**config.mk**
```make
export PLATFORM = sky130hd
export DESIGN_NAME = rf_write_arbiter
export DESIGN_NICKNAME = d
export VERILOG_FILES = /design/src/rtl/rf_arb_pkg.sv /design/src/rtl/rf_write_arbiter_fifo.sv /design/src/rtl/rf_write_arbiter.sv
export SDC_FILE = /design/constraint.sdc
export NUM_CORES = 1
export LEC_CHECK = 0
export CELL_PAD_IN_SITES_DETAIL_PLACEMENT = 0
export CELL_PAD_IN_SITES_GLOBAL_PLACEMENT = 2
export CORE_MARGIN = 3
export CORE_UTILIZATION = 35
export CTS_CLUSTER_DIAMETER = 150
export CTS_CLUSTER_SIZE = 20
export DETAILED_ROUTE_END_ITERATION = 16
export DONT_BUFFER_PORTS = 1
export GPL_TIMING_DRIVEN = 0
export PLACE_DENSITY = 0.76
export SLEW_MARGIN = 20
export SYNTH_ARGS = -nofsm -noshare
export SYNTH_HDL_FRONTEND = slang
export SYNTH_HIERARCHICAL = 1
export SYNTH_SLANG_ARGS = --single-unit
```
**constraint.sdc**
```tcl
create_clock -name clk -period 2.1 [get_ports clk]
set_input_delay 0.42 -clock clk [delete_from_list [all_inputs] [get_ports clk]]
set_output_delay 0.42 -clock clk [all_outputs]
set_load 0.01 [all_outputs]
```
**src/rtl/rf_arb_pkg.sv**
```systemverilog
`default_nettype none
// ============================================================================
// Module   : rf_arb_pkg
// Brief    : Shared constants for the register-file write-port arbiter:
//            default address/data widths, grant encoding and entry width.
// Revision : 1.0 - initial release
// ============================================================================
package rf_arb_pkg;

   // Default register address and data widths
   localparam int DEF_ADDR_W = 4;
   localparam int DEF_DATA_W = 8;

   // Width of one buffered I/O write {addr, data} at the default widths
   localparam int ENTRY_W = DEF_ADDR_W + DEF_DATA_W;

   // Grant encoding: who owns the write port this cycle
   localparam logic [1:0] GNT_NONE = 2'd0;
   localparam logic [1:0] GNT_CPU  = 2'd1;
   localparam logic [1:0] GNT_IO   = 2'd2;

endpackage : rf_arb_pkg
`default_nettype wire

```
**src/rtl/rf_write_arbiter_fifo.sv**
```systemverilog
`default_nettype none
// ============================================================================
// Module   : rf_wr_fifo
// Brief    : Synchronous FIFO buffering I/O register writes. Asynchronous
//            active-high reset flushes all entries. Head entry is visible
//            combinationally so the arbiter can drive it straight to the
//            register file in the cycle it is popped.
// Revision : 1.0 - initial release
// ============================================================================
module rf_wr_fifo #(
   parameter int DEPTH = 4,
   parameter int WIDTH = 12,
   localparam int PTR_W = $clog2(DEPTH),
   localparam int CNT_W = PTR_W + 1
) (
   input  logic             clk,
   input  logic             reset,
   input  logic             push_i,
   input  logic             pop_i,
   input  logic [WIDTH-1:0] wdata_i,
   output logic [WIDTH-1:0] head_o,
   output logic             full_o,
   output logic             empty_o,
   output logic [CNT_W-1:0] count_o
);

   logic [WIDTH-1:0] mem_q [DEPTH];
   logic [PTR_W-1:0] wr_ptr_q;
   logic [PTR_W-1:0] rd_ptr_q;
   logic [CNT_W-1:0] count_q;
   logic             w_do_push;
   logic             w_do_pop;

   // A push is ignored when full and a pop is ignored when empty
   assign full_o    = (count_q == CNT_W'(DEPTH));
   assign empty_o   = (count_q == '0);
   assign w_do_push = push_i && !full_o;
   assign w_do_pop  = pop_i && !empty_o;
   assign head_o    = mem_q[rd_ptr_q];
   assign count_o   = count_q;

   // Storage array; contents need no reset since count gates visibility
   always_ff @(posedge clk) begin
      if (w_do_push) begin
         mem_q[wr_ptr_q] <= wdata_i;
      end
   end

   // Pointers wrap naturally because DEPTH is a power of two
   always_ff @(posedge clk or posedge reset) begin
      if (reset) begin
         wr_ptr_q <= '0;
         rd_ptr_q <= '0;
         count_q  <= '0;
      end else begin
         if (w_do_push) begin
            wr_ptr_q <= wr_ptr_q + 1'b1;
         end
         if (w_do_pop) begin
            rd_ptr_q <= rd_ptr_q + 1'b1;
         end
         case ({w_do_push, w_do_pop})
            2'b10:   count_q <= count_q + 1'b1;
            2'b01:   count_q <= count_q - 1'b1;
            default: count_q <= count_q;
         endcase
      end
   end

endmodule : rf_wr_fifo
`default_nettype wire

```
**src/rtl/rf_write_arbiter.sv**
```systemverilog
`default_nettype none
// ============================================================================
// Module   : rf_write_arbiter
// Brief    : Shares the single register-file write port between CPU
//            writeback and buffered I/O writes. I/O writes drain into idle
//            write cycles; after STARVE_MAX consecutive CPU wins with I/O
//            pending, the CPU is stalled for one cycle to force a drain.
// Macro    : RF_ARB_STATS_EN - adds saturating 16-bit activity counters
//            (stat_cpu_wr, stat_io_wr, stat_stall).
// Revision : 1.0 - initial release
// ============================================================================
module rf_write_arbiter
   import rf_arb_pkg::*;
#(
   parameter int FIFO_DEPTH = 4,
   parameter int STARVE_MAX = 3,
   parameter int ADDR_W     = DEF_ADDR_W,
   parameter int DATA_W     = DEF_DATA_W
) (
   input  logic                          clk,
   input  logic                          reset,
   input  logic                          cpu_we,
   input  logic [ADDR_W-1:0]             cpu_wa,
   input  logic [DATA_W-1:0]             cpu_wd,
   output logic                          cpu_stall,
   input  logic                          io_valid,
   output logic                          io_ready,
   input  logic [ADDR_W-1:0]             io_wa,
   input  logic [DATA_W-1:0]             io_wd,
   output logic                          rf_we,
   output logic [ADDR_W-1:0]             rf_wa,
   output logic [DATA_W-1:0]             rf_wd,
   output logic [$clog2(FIFO_DEPTH):0]   fifo_count
`ifdef RF_ARB_STATS_EN
   ,
   output logic [15:0]                   stat_cpu_wr,
   output logic [15:0]                   stat_io_wr,
   output logic [15:0]                   stat_stall
`endif
);

   localparam int c_ENTRY_W  = ADDR_W + DATA_W;
   localparam int c_STARVE_W = (STARVE_MAX < 1) ? 1 : $clog2(STARVE_MAX + 1);
   localparam logic [c_STARVE_W-1:0] c_STARVE_MAX = c_STARVE_W'(STARVE_MAX);

   logic [c_ENTRY_W-1:0]  w_head;
   logic                  w_full;
   logic                  w_empty;
   logic                  w_push;
   logic                  w_pop;
   logic                  w_stall;
   logic [1:0]            w_gnt;
   logic [c_STARVE_W-1:0] starve_cnt_q;
   logic [c_STARVE_W-1:0] starve_cnt_d;

   // Acceptance uses the pre-edge count, so a same-cycle pop never frees a
   // slot for the offered write. Writes to r0 complete the handshake but are
   // dropped since r0 is hardwired to zero.
   assign io_ready = !w_full;
   assign w_push   = io_valid && !w_full && (io_wa != '0);

   rf_wr_fifo #(
      .DEPTH (FIFO_DEPTH),
      .WIDTH (c_ENTRY_W)
   ) u_fifo (
      .clk     (clk),
      .reset   (reset),
      .push_i  (w_push),
      .pop_i   (w_pop),
      .wdata_i ({io_wa, io_wd}),
      .head_o  (w_head),
      .full_o  (w_full),
      .empty_o (w_empty),
      .count_o (fifo_count)
   );

   // Grant decision and next starvation count
   always_comb begin
      w_gnt        = GNT_NONE;
      w_pop        = 1'b0;
      w_stall      = 1'b0;
      starve_cnt_d = starve_cnt_q;
      if (w_empty) begin
         w_gnt        = cpu_we ? GNT_CPU : GNT_NONE;
         starve_cnt_d = '0;
      end else if (!cpu_we) begin
         w_gnt        = GNT_IO;
         w_pop        = 1'b1;
         starve_cnt_d = '0;
      end else if (starve_cnt_q < c_STARVE_MAX) begin
         w_gnt        = GNT_CPU;
         starve_cnt_d = starve_cnt_q + 1'b1;
      end else begin
         w_gnt        = GNT_IO;
         w_pop        = 1'b1;
         w_stall      = 1'b1;
         starve_cnt_d = '0;
      end
   end

   // Write-port mux; outputs are held at zero while reset is asserted
   always_comb begin
      rf_we     = 1'b0;
      rf_wa     = cpu_wa;
      rf_wd     = cpu_wd;
      cpu_stall = 1'b0;
      if (reset) begin
         rf_wa = '0;
         rf_wd = '0;
      end else begin
         case (w_gnt)
            GNT_CPU: begin
               rf_we = 1'b1;
            end
            GNT_IO: begin
               rf_we     = 1'b1;
               rf_wa     = w_head[c_ENTRY_W-1:DATA_W];
               rf_wd     = w_head[DATA_W-1:0];
               cpu_stall = w_stall;
            end
            default: begin
               rf_we = 1'b0;
            end
         endcase
      end
   end

   // Starvation counter register
   always_ff @(posedge clk or posedge reset) begin
      if (reset) begin
         starve_cnt_q <= '0;
      end else begin
         starve_cnt_q <= starve_cnt_d;
      end
   end

`ifdef RF_ARB_STATS_EN
   logic [15:0] stat_cpu_wr_q;
   logic [15:0] stat_io_wr_q;
   logic [15:0] stat_stall_q;

   assign stat_cpu_wr = stat_cpu_wr_q;
   assign stat_io_wr  = stat_io_wr_q;
   assign stat_stall  = stat_stall_q;

   // Saturating activity counters
   always_ff @(posedge clk or posedge reset) begin
      if (reset) begin
         stat_cpu_wr_q <= '0;
         stat_io_wr_q  <= '0;
         stat_stall_q  <= '0;
      end else begin
         if ((w_gnt == GNT_CPU) && (stat_cpu_wr_q != 16'hFFFF)) begin
            stat_cpu_wr_q <= stat_cpu_wr_q + 16'd1;
         end
         if (w_pop && (stat_io_wr_q != 16'hFFFF)) begin
            stat_io_wr_q <= stat_io_wr_q + 16'd1;
         end
         if (w_stall && (stat_stall_q != 16'hFFFF)) begin
            stat_stall_q <= stat_stall_q + 16'd1;
         end
      end
   end
`endif

endmodule : rf_write_arbiter
`default_nettype wire

```
* Word-level counts from Yosys, hierarchy flattened
Memory sizes are Yosys's and may differ from the RTL's.
Cells that the tools add are included.
** Cells by class
- $add $sub $neg :: 5
- Multipliers :: 0
- Divide/modulo/power cells :: 0
- Magnitude comparators :: 1
- Equal/unequal tests :: 5
- Shift-type cells :: 0
- Multiplexer cells :: 23
- Bitwise gates (word level) :: 0
- Reduce and logical (&&, ||, !) cells :: 10
** Operators with widths (number)
- 8-bit 2-to-1 mux :: 2
- 1-bit 2-to-1 mux :: 12
- 2-bit 2-to-1 mux :: 6
- 4-bit 2-to-1 mux :: 2
- 2-bit by 1-bit adder with 2-bit output (second input constant) :: 3
- 3-bit one-hot mux with 2 select lines :: 1
- 2-bit by 1-bit equality test with 1-bit output (second input constant) :: 2
- 2-bit equality test (second input constant) :: 2
- 1-bit logical AND :: 4
- 4-bit nonzero test :: 1
- 3-bit by 1-bit adder with 3-bit output (second input constant) :: 1
- 3-bit equality test (second input constant) :: 1
- 3-bit logical NOT :: 1
- 3-bit by 1-bit subtractor with 3-bit output (second input constant) :: 1
- 1-bit logical NOT :: 2
- 2-bit less-than comparator (second input constant) :: 1
- 2-bit nonzero test :: 1
- 2-bit OR reduction :: 1
** Word-level totals
- Register bits after elaboration :: 9
- Latch bits :: 0
- Bits in writable memories :: 48
- ROM bits :: 0
- Memories :: 1
** Memory list
- u_fifo.mem_q :: words 4, bits a word 12, read ports 1, clocked after Yosys merged registers in 0, wr ports 1, RTL line rf_write_arbiter_fifo.sv:27 : logic [WIDTH-1:0] mem_q [DEPTH];

* Logic depth before layout (Yosys ltp)
Gate-level depths: netlist of run 1.
- Word-level depth :: 8
- Depth in mapped cells :: 11
- Mapped depth without buffers :: 11

* Modules after synthesis
The synthesis of run 1 kept the hierarchy.
** Modules (own cells, without submodules)
- rf_wr_fifo :: instances 1, cells each 101, area each 2192.1 um2, seq. area each 1616.6 um2
- rf_write_arbiter :: instances 1, cells each 53, area each 364.1 um2, seq. area each 50.0 um2

* Least setup slack after synthesis of run 1
No wires, ideal clock.
- Kind :: input-to-reg
- Start point :: input io_wa[1]
- End point :: register u_fifo.count_q[2] (netlist: u_fifo/count_o[2])
- Setup time :: 0.079 ns
- Arrival :: 2.286 ns
- Data required time :: 2.021 ns
- Slack :: -0.265 ns
- Cell stages on the path :: 10
- Path buffers :: 0
- Cells stage by stage :: or4_1 > and3_1 > nor2b_2 > inv_1 > ha_1 > inv_1 > fa_1 > xor2_1 > nor2_1 > xor2_1
** Between the ends
- Cells in the longest elaborated chain, start to end :: 5
- Elaborated cells between the ends (all ways) :: 7
** RTL lines
- start: declaration :: RTL line rf_write_arbiter.sv:28 : input logic [ADDR_W-1:0] io_wa,
- 4-bit nonzero test (*) :: RTL line rf_write_arbiter.sv:60 : assign w_push = io_valid && !w_full && (io_wa != '0);
- 1-bit logical AND (*) :: RTL line rf_write_arbiter.sv:60
- via w_push :: RTL line rf_write_arbiter.sv:49 : logic w_push;
- 1-bit logical AND (*) :: RTL line rf_write_arbiter_fifo.sv:37 : assign w_do_push = push_i && !full_o;
- 2-bit by 1-bit equality test with 1-bit output / 2-bit equality test (equally long branches) :: RTL line rf_write_arbiter_fifo.sv:62 : case ({w_do_push, w_do_pop})
- 3-bit one-hot mux with 2 select lines / 2-bit nonzero test (equally long branches)
- end signal: assignment :: RTL line rf_write_arbiter_fifo.sv:63 : 2'b10: count_q <= count_q + 1'b1;
- end signal: assignment :: RTL line rf_write_arbiter_fifo.sv:64 : 2'b01: count_q <= count_q - 1'b1;
- end signal: assignment :: RTL line rf_write_arbiter_fifo.sv:65 : default: count_q <= count_q;
- end: declaration :: RTL line rf_write_arbiter_fifo.sv:30 : logic [CNT_W-1:0] count_q;
Mark *: on every way through the listed nets, which the timed path passes. The rest lies on a longest branch.
A chain may end at the register's enable or synchronous reset.

* Worst setup path in the final report of run 1
- Start point :: register starve_cnt_q[0]
- End point :: register u_fifo.count_q[2] (netlist: u_fifo/count_o[2])
** Between the ends
- Cells in the longest elaborated chain, start to end :: 7
- Elaborated cells between the ends (all ways) :: 9
** RTL lines
- start: declaration :: RTL line rf_write_arbiter.sv:53 : logic [c_STARVE_W-1:0] starve_cnt_q;
- start signal: assignment :: RTL line rf_write_arbiter.sv:133 : starve_cnt_q <= starve_cnt_d;
- 2-bit less-than comparator (*) :: RTL line rf_write_arbiter.sv:90 : end else if (starve_cnt_q < c_STARVE_MAX) begin
- 1-bit 2-to-1 mux (*) :: RTL line rf_write_arbiter.sv:90
- 1-bit 2-to-1 mux (*) :: RTL line rf_write_arbiter.sv:86 : end else if (!cpu_we) begin
- 1-bit 2-to-1 mux (*) :: RTL line rf_write_arbiter.sv:83 : if (w_empty) begin
- via w_pop :: RTL line rf_write_arbiter.sv:50 : logic w_pop;
- 1-bit logical AND (*) :: RTL line rf_write_arbiter_fifo.sv:38 : assign w_do_pop = pop_i && !empty_o;
- via u_fifo.w_do_pop :: RTL line rf_write_arbiter_fifo.sv:32 : logic w_do_pop;
- 2-bit by 1-bit equality test with 1-bit output / 2-bit equality test (equally long branches) :: RTL line rf_write_arbiter_fifo.sv:62
- 3-bit one-hot mux with 2 select lines / 2-bit nonzero test (equally long branches)
Marked as above.

==> impl_metrics.yaml, run 1 <==
cells_and_area:
  n_antenna_cell: 0
  final_common_cell: "edfxtp_1"
  nets: 217
  final_cell_mix: "edfxtp_1 (48), nand2_1 (20), buf_4 (12)"
  fin_cells: 283
  syn_to_final_growth_pct: 25.31
  drive_gt1_share_pct: 42.78
floorplan:
  start_util_pct: 36.81
  rows: 30
  io_pins: 46
  die_x_um: 91.46
  dieArea_mm2: 0.008365
  fp.coreArea_mm2: 0.006944
  die_h_um: 91.46
timing:
  finalCritPeriodShare_pct: 107.5
  maxSlewViolCount: 0
  setup_viol: 6
  layout_setup_ws_ps: -157.2
  fmax_ghz: 0.4430
  grt_setup_unrepaired: "true"
  relSlewSlack_pct: 62.44
  tightest_slew_ps: 558.2
  min_period_ps: 2257
  hold_viol: 0
  finClkSkew_ps: 7.384
synth:
  synth_cell_types: 28
  syn_avg_cell_area_um2: 16.60
  synth_top_area_share_pct: 56.39
  synth.ff_latch_count: 57
  syn-num-nets: 189
  syn_area_mm2: 0.002556
  yosysSeqAreaShare_pct: 65.20
  syn_inst: 154
  synth_area_leaders: "edfxtp_1 (56%), dfrtp_1 (8.8%), mux4_2 (7.0%)"
  yosys_warnings: 6
  yosysTopAreaCell: "edfxtp_1"
critical_path:
  cp-end-kind: "register"
  critPathRequiredTime_ps: 2350
  arrival_ps: 2500
  path_class: "reg2reg"
  start_kind: "register"
  ff2ff_setup_slack_ps: -160
  cp_max_fo: 5
status:
  status: "finished with violations"
  violations: "setup timing"
clocking:
  root_buffer: "clkbuf_8"
  cts_buffer_depth: 2
  cts_num_sinks: 57
  cts_tree: "built"
  cts.htree.levels: 3
  clk_latency_ps: 330
  clk_pin_slew_ps: 60
  cts_buffers: 9
pwr:
  switching_share_pct: 31.20
  pwr-share-clk_pct: 20.0
  p_leak_nw: 1.164
  p_seq_share_pct: 39.4
  total_power_mw: 4.307
  power.switching_mw: 1.344
  peakVddDrop_mv: 0.3859
  p_comb_share_pct: 40.6
  p_per_area_mw_per_mm2: 1345
  p_int_mw: 2.963
routing:
  routed-via-count: 1335
  route.detailed.drc: 0
  dr.pass1.iters: 4
  drt-total-wl_mm: 4.846
  drtIter0Drc: 91
  ant_nets: 0
  viasPerCell: 4.717
  route.detailed.wl_per_inst_um: 17.12
global_route:
  grt-ovfl-total: 0
  grt_start_max_net_pins: 13
  grt_pass1_wl_mm: 7.583
  antenna_found_initial: 0
  grtUsageTotal_pct: 12.31
  grt_pass1_vias: 1480
place:
  dp_cells: 250
  post-dp-hpwl_mm: 3.371
  routabilityCongestion: 0.6751
  port_buffers: 0
flow_run:
  drv_cap: 0
hold_path:
  hold_path.class: "in2async"
==> Yosys cell counts <==
library cell / count
edfxtp_1: 48
nand2_1: 25
mux2i_1: 13
inv_1: 10
dfrtp_1: 9
mux4_2: 8
ha_1: 6
and2_1: 4
mux4_1: 4
buf_2: 3
xnor2_1: 3
xor2_1: 3
buf_6: 2
nor4_1: 2
a21oi_1: 1
a21oi_4: 1
and3_1: 1
buf_12: 1
fa_1: 1
inv_2: 1
mux2_4: 1
nor2_1: 1
nor2b_2: 1
nor3_1: 1
nor3b_1: 1
nor3b_2: 1
o31a_1: 1
or4_1: 1
==> sequential cells by signal (all words and copies together) (netlist names) <==
| register | cells |
|---|---|
| u_fifo/rd_ptr_q | 2 |
| starve_cnt_q | 2 |
| u_fifo/wr_ptr_q | 2 |
| u_fifo/count_o | 3 |
| u_fifo/mem_q | 48 |
==> critical path, cell delays in order (launching register included) <==
cell	delay, ps
dfrtp_1	360
ha_2	190
inv_2	50
a21oi_4	260
buf_8	150
o31a_1	210
ha_4	160
inv_2	40
fa_2	330
xor2_1	150
nor2_1	120
xor2_1	160
==> power by group through the flow <==
stage	combinational (mW)	sequential [mW]	clock (mW)
floorplan	1.05	1.65	0
global route	1.89	1.72	0.952
finish	1.75	1.70	0.861
detailed placement	1.28	1.70	0
CTS	1.53	1.70	0.894
global placement	1.23	1.68	0
==> per-layer routing <==
| layer | GRT usage (%) | vias to the layer above | wire length [µm] |
|---|---|---|---|
| met5 | 0 | - | 0 |
| met2 | 20.82 | 38 | 2634 |
| li1 | - | 625 | - |
| met4 | 9.422 | 0 | 82 |
| met1 | 11.92 | 663 | 1716 |
| met3 | 4.805 | 9 | 413 |
==> through the flow <==
stage               cell area, µm²  TNS, ps  hold slack (ps)  utilization (%)  setup slack [ps]
CTS                           3058   -586.3            23.11            44.04            -98.29
global route                  3203   -928.1            56.58            46.13            -246.9
global placement              2691   -417.7            261.4            38.76            -268.6
detailed placement            2691    -2206            269.7            38.76            -338.0
finish                        3203   -321.1            50.50            46.13            -157.2
floorplan                     2571   -219.3            223.4                -            -166.7
==> layout make-up <==
class                           instances  area (µm²)
Tap cell                               96       120.1
Clock buffer                           13       158.9
Inverter                               11       41.29
Multi-Input combinational cell         80       962.2
Buffer                                  6       63.81
Timing Repair Buffer                   17       171.4
Clock inverter                          3       15.01
Fill cell                             579        3741
Sequential cell                        57        1670
==> final timing paths <==
| kind | depth (start not counted) | start | end |
|---|---|---|---|
| min in group clk | 0 | io_wa[3] | u_fifo/mem_q[3][11]$_DFFE_PP_ |
| max reg2reg | 11 | starve_cnt_q[0]$_DFF_PP0_ | u_fifo/count_o[2]$_DFFE_PP0P_ |
| max in group asynchronous | 2 | reset | u_fifo/count_o[2]$_DFFE_PP0P_ |
| max | 11 | starve_cnt_q[0]$_DFF_PP0_ | u_fifo/count_o[2]$_DFFE_PP0P_ |
| min | 2 | reset | starve_cnt_q[0]$_DFF_PP0_ |
| min reg2reg | 1 | u_fifo/count_o[2]$_DFFE_PP0P_ | u_fifo/count_o[2]$_DFFE_PP0P_ |
==> timing repair <==
action                     CTS  global route
setup endpoints to repair   62            37
hold buffers                 1             0
pin swaps                    6             7
setup buffers                6             9
gates resized for setup     22            22
hold endpoints to repair     7             0
cloned                       1             1
==> logic make-up (layout without fill, tap and decap cells) <==
logic type / count (synthesis) / in the layout / share of synthesized area, %
DFF: 57 / 57 / 65.20
and+or+nand+nor: 38 / 38 / 7.146
muxes: 26 / 26 / 16.84
xor gates and xnor gates: 6 / 6 / 2.056
buffers and inverters: 17 / 50 / 3.867
adders and majority gates: 7 / 7 / 3.720
AOI/OAI and AO/OA: 3 / 3 / 1.175
Note: power is estimated with default switching activity, not from simulation.
==> inputs of run 2 (changes only) <==
Settings changed: PLACE_DENSITY 0.76 to 0.74, SLEW_MARGIN 20 to unset.
Clock period 2.1 ns to 2.9 ns, I/O delays scaled along.
==> run 2 against run 1 <==
The run now ends clean. Cell area decreased by 12%. Register-to-register slack improved by 450 ps. Utilization decreased by 5.4 points. Via count decreased by 2.5%. Critical path depth decreased by 7. Final cell count decreased by 6.0%. Power decreased by 37%. Die area unchanged. Non-clock buffer count decreased by 17. Sequential power decreased by 29%. Sequential share of layout area increased by 6.7 points. Hold slack improved by 29 ps.
==> impl_metrics.yaml, run 2 (synthesis results as in run 1) <==
status:
  status: "finished, final reports clean"
clocking:
  cts_buffer_depth: 2
  cts_resized: 0
  cts.htree.levels: 3
  hold_buffers: 0
  cts_buffers: 9
  clk_latency_ps: 330
  cts_tree: "built"
  cts_setup_buffers: 0
  clk_pin_slew_ps: 60
  cts_num_sinks: 57
  root_buffer: "clkbuf_8"
critical_path:
  start_kind: "register"
  path_class: "reg2out"
  arrival_ps: 2050
  cp-end-kind: "primary output"
  ff2ff_setup_slack_ps: 290
  cp_max_fo: 10
  critPathRequiredTime_ps: 2320
place:
  post-dp-hpwl_mm: 3.329
  dpl-instance-area_mm2: 0.002676
  port_buffers: 0
  routabilityCongestion: 0.7140
timing:
  min_period_ps: 2627
  timing.hold.ws_ps: 79.73
  tightest_slew_ps: 688.9
  hold_viol: 0
  setup_viol: 0
  relSlewSlack_pct: 53.72
  finalCritPeriodShare_pct: 90.60
  finalSetupTns_ps: 0
  finClkSkew_ps: 9.145
  maxSlewViolCount: 0
  grt_setup_unrepaired: "false"
  fmax_ghz: 0.3806
pwr:
  total_power_mw: 2.706
  peakVddDrop_mv: 0.2819
  p_leak_nw: 1.042
  p_per_area_mw_per_mm2: 955.7
routing:
  routed-via-count: 1302
  dr.pass1.iters: 4
  viasPerCell: 4.895
  route.detailed.wl_per_inst_um: 17.42
  drtIter0Drc: 91
  ant_nets: 0
  drt-total-wl_mm: 4.633
  route.detailed.drc: 0
cells_and_area:
  n_antenna_cell: 0
  fillers: 622
  largest_reg_flops: 48
  final_common_cell: "edfxtp_1"
  syn_to_final_growth_pct: 10.77
  drive_gt1_share_pct: 17.65
  nets: 200
  top_register: "u_fifo/mem_q"
  final_cell_mix: "edfxtp_1 (48), nand2_1 (25), mux2i_1 (13)"
  fin_area_mm2: 0.002831
global_route:
  grtUsageTotal_pct: 11.79
  grt_pass1_vias: 1362
  grt-ovfl-total: 0
  grt_pass1_wl_mm: 7.307
  antenna_found_initial: 0
  grt_start_max_net_pins: 13
floorplan:
  rows: 30
  io_pins: 46
  dieArea_mm2: 0.008365
  die_h_um: 91.46
  start_util_pct: 36.81
  fp.coreArea_mm2: 0.006944
  die_x_um: 91.46
flow_run:
  drv_cap: 0
hold_path:
  hold_path.class: "in2async"
## run 2: worst paths after layout
path	startpoint	to	depth (start not counted)
max in group asynchronous	reset	starve_cnt_q[1]$_DFF_PP0_	2
max reg2reg	u_fifo/count_o[0]$_DFFE_PP0P_	u_fifo/count_o[2]$_DFFE_PP0P_	10
min in group clk	io_wa[1]	u_fifo/mem_q[2][9]$_DFFE_PP_	0
min reg2reg	starve_cnt_q[0]$_DFF_PP0_	starve_cnt_q[0]$_DFF_PP0_	1
min	reset	u_fifo/count_o[2]$_DFFE_PP0P_	1
max	u_fifo/count_o[0]$_DFFE_PP0P_	rf_wd[5]	4
## run 2: layer usage
layer  track usage, %  routed length (µm)
met1            13.16                1852
met5                0                   0
met2            18.14                2224
met3            5.634                 445
met4            7.161                 111
## run 2: through the flow
step	cells	util, %	setup slack [ps]
6_report	266	40.77	272.7
5_1_grt	266	40.77	171.7
4_1_cts	266	40.77	259.0
3_5_place_dp	250	38.54	213.8
3_3_place_gp	250	38.54	291.9
2_1_floorplan	154	-	374.8
## run 2: power breakdown
part / switching (mW) / internal, mW
Clock: 0.284 / 0.303
Sequential: 0.107 / 1.10
Combinational: 0.479 / 0.428
## run 2: final cells by class
class	count	area, µm²	share of cell area [%]
Tap cell	96	120.1	4.242
Clock inverter	4	20.02	0.7070
Inverter	11	41.29	1.458
Multi-Input combinational cell	80	790.8	27.93
Sequential cell	57	1667	58.86
Clock buffer	12	135.1	4.772
Buffer	6	57.56	2.033
## run 2: critical path: stages, from the launching register on
cell     delay (ps)
dfrtp_1         490
nor3_1          630
a21oi_4         110
buf_6           200
mux2i_1         290
==> inputs of run 3 (changes only) <==
Settings changed: CTS_BUF_LIST set to sky130_fd_sc_hd__clkbuf_4 sky130_fd_sc_hd__clkbuf_8, RECOVER_POWER set to 100.
==> run 3 against run 2 <==
Setup slack improved by 11 ps. Via count fell by 1.5%. Final cell count did not move. Cell area barely moved. Global-route usage barely moved. First-iteration DRC count rose by 19%. Critical path depth did not move. Fmax rose by 0.40%. Power rose by 0.79%. Utilization barely moved. Non-clock buffer count did not move. Clock power rose by 4.9%. Critical path type unchanged. Highest routed layer unchanged.
==> impl_metrics.yaml, run 3 (synthesis results as in run 1) <==
status:
  status: "finished, final reports clean"
cells_and_area:
  n_antenna_cell: 0
  drive_gt1_share_pct: 17.06
  seq_area_mm2: 0.001667
  fillers: 624
  multiInputGateArea_um2: 783.3
  largest_reg_flops: 48
  top_register: "u_fifo/mem_q"
  syn_to_final_growth_pct: 10.87
  final_cell_mix: "edfxtp_1 (48), nand2_1 (25), mux2i_1 (13)"
  final_common_cell: "edfxtp_1"
  fin_area_mm2: 0.002834
  nets: 200
critical_path:
  reg2reg_to: "u_fifo/mem_q[0][8]$_DFFE_PP_"
  start_kind: "register"
  critPathRequiredTime_ps: 2320
  crit_path_start: "u_fifo/count_o[0]$_DFFE_PP0P_"
  cp_max_fo: 10
  arrival_ps: 2040
  timing.rr.start: "u_fifo/count_o[2]$_DFFE_PP0P_"
  cp-end-kind: "primary output"
  reg2regPathDepth: 5
  path_class: "reg2out"
  ff2ff_setup_slack_ps: 330
  endpoint: "rf_wd[5]"
timing:
  setup_viol: 0
  layout_setup_ws_ps: 283.3
  min_period_ps: 2617
  hold_viol: 0
  fmax_ghz: 0.3822
  timing.hold.ws_ps: 80.54
  relSlewSlack_pct: 37.88
  grt_setup_unrepaired: "false"
  finalCritPeriodShare_pct: 90.23
  maxSlewViolCount: 0
  tightest_slew_ps: 931.3
  finClkSkew_ps: 7.063
  finalSetupTns_ps: 0
floorplan:
  start_util_pct: 36.81
  die_h_um: 91.46
  rows: 30
  die_x_um: 91.46
  io_pins: 46
  fp.coreArea_mm2: 0.006944
  dieArea_mm2: 0.008365
clocking:
  cts_buffer_depth: 2
  cts_num_sinks: 57
  cts_resized: 0
  root_buffer: "clkbuf_8"
  clk_latency_ps: 330
  cts_setup_buffers: 0
  cts.htree.levels: 3
  cts_tree: "built"
  cts_buffers: 9
  hold_buffers: 0
  clk_pin_slew_ps: 60
routing:
  route.detailed.drc: 0
  drtIter0Drc: 108
  dr.pass1.iters: 4
  drt-total-wl_mm: 4.619
  route.detailed.wl_per_inst_um: 17.36
  viasPerCell: 4.823
  routed-via-count: 1283
  ant_nets: 0
global_route:
  grt_start_max_net_pins: 13
  grt_pass1_wl_mm: 7.320
  grtUsageTotal_pct: 11.83
  antenna_found_initial: 0
  grt_pass1_vias: 1373
  grt-ovfl-total: 0
pwr:
  p_per_area_mw_per_mm2: 962.4
  peakVddDrop_mv: 0.2790
  p_leak_nw: 1.044
place:
  dpl_worst_slack_ps: 213.8
  routabilityCongestion: 0.7140
  post-dp-hpwl_mm: 3.329
  port_buffers: 0
  dpl-instance-area_mm2: 0.002676
hold_path:
  hold_path.class: "in2async"
flow_run:
  drv_cap: 0
-- run 3: final cells by class --
type                       instances  share of cell area [%]
inverter                          11                   1.457
clock inverter                     4                  0.7064
clock buffer                      12                   5.166
sequential                        57                   58.81
tap                               96                   4.238
buffer                             6                   1.987
multi-input combinational         80                   27.64
-- run 3: routing by layer --
metal / vias up / part of all wire, % / track usage [%]
met5: - / 0 / 0
met4: 0 / 2.4 / 7.161
met2: 41 / 49 / 18.20
li1: 595 / - / -
met1: 636 / 39 / 13.05
met3: 11 / 9.9 / 5.882
-- run 3: where the power goes --
part / leakage [nW] / total (mW) / switching [mW] / internal [mW]
combinational: 0.412 / 0.902 / 0.477 / 0.424
clock: 0.0857 / 0.616 / 0.285 / 0.331
sequential: 0.546 / 1.21 / 0.105 / 1.11
-- run 3: critical path, stage by stage, from the launching register on --
cell and delay (ps):
dfrtp_1 480, nor3_1 630, a21oi_4 110, buf_6 200, mux2i_1 290
-- run 3: worst min path at each step --
stage / from / slack, ps / cells after the start / end
5_1_grt: reset / 80 / 1 / u_fifo/count_o[1]$_DFFE_PP0P_
3_5_place_dp: reset / 430 / 1 / u_fifo/count_o[0]$_DFFE_PP0P_
2_1_floorplan: reset / 380 / 1 / u_fifo/count_o[0]$_DFFE_PP0P_
4_1_cts: reset / 70 / 1 / u_fifo/count_o[1]$_DFFE_PP0P_
6_report: reset / 80 / 1 / u_fifo/count_o[2]$_DFFE_PP0P_
3_3_place_gp: reset / 420 / 1 / u_fifo/count_o[2]$_DFFE_PP0P_
-- run 3: through the flow --
| step | total power, mW | util (%) | instances |
|---|---|---|---|
| finish | 2.727 | 40.81 | 266 |
| global route | 2.888 | 40.81 | 266 |
| CTS | 2.774 | 40.94 | 266 |
| detailed placement | 2.153 | 38.54 | 250 |
| global placement | 2.093 | 38.54 | 250 |
| floorplan | 1.937 | - | 154 |
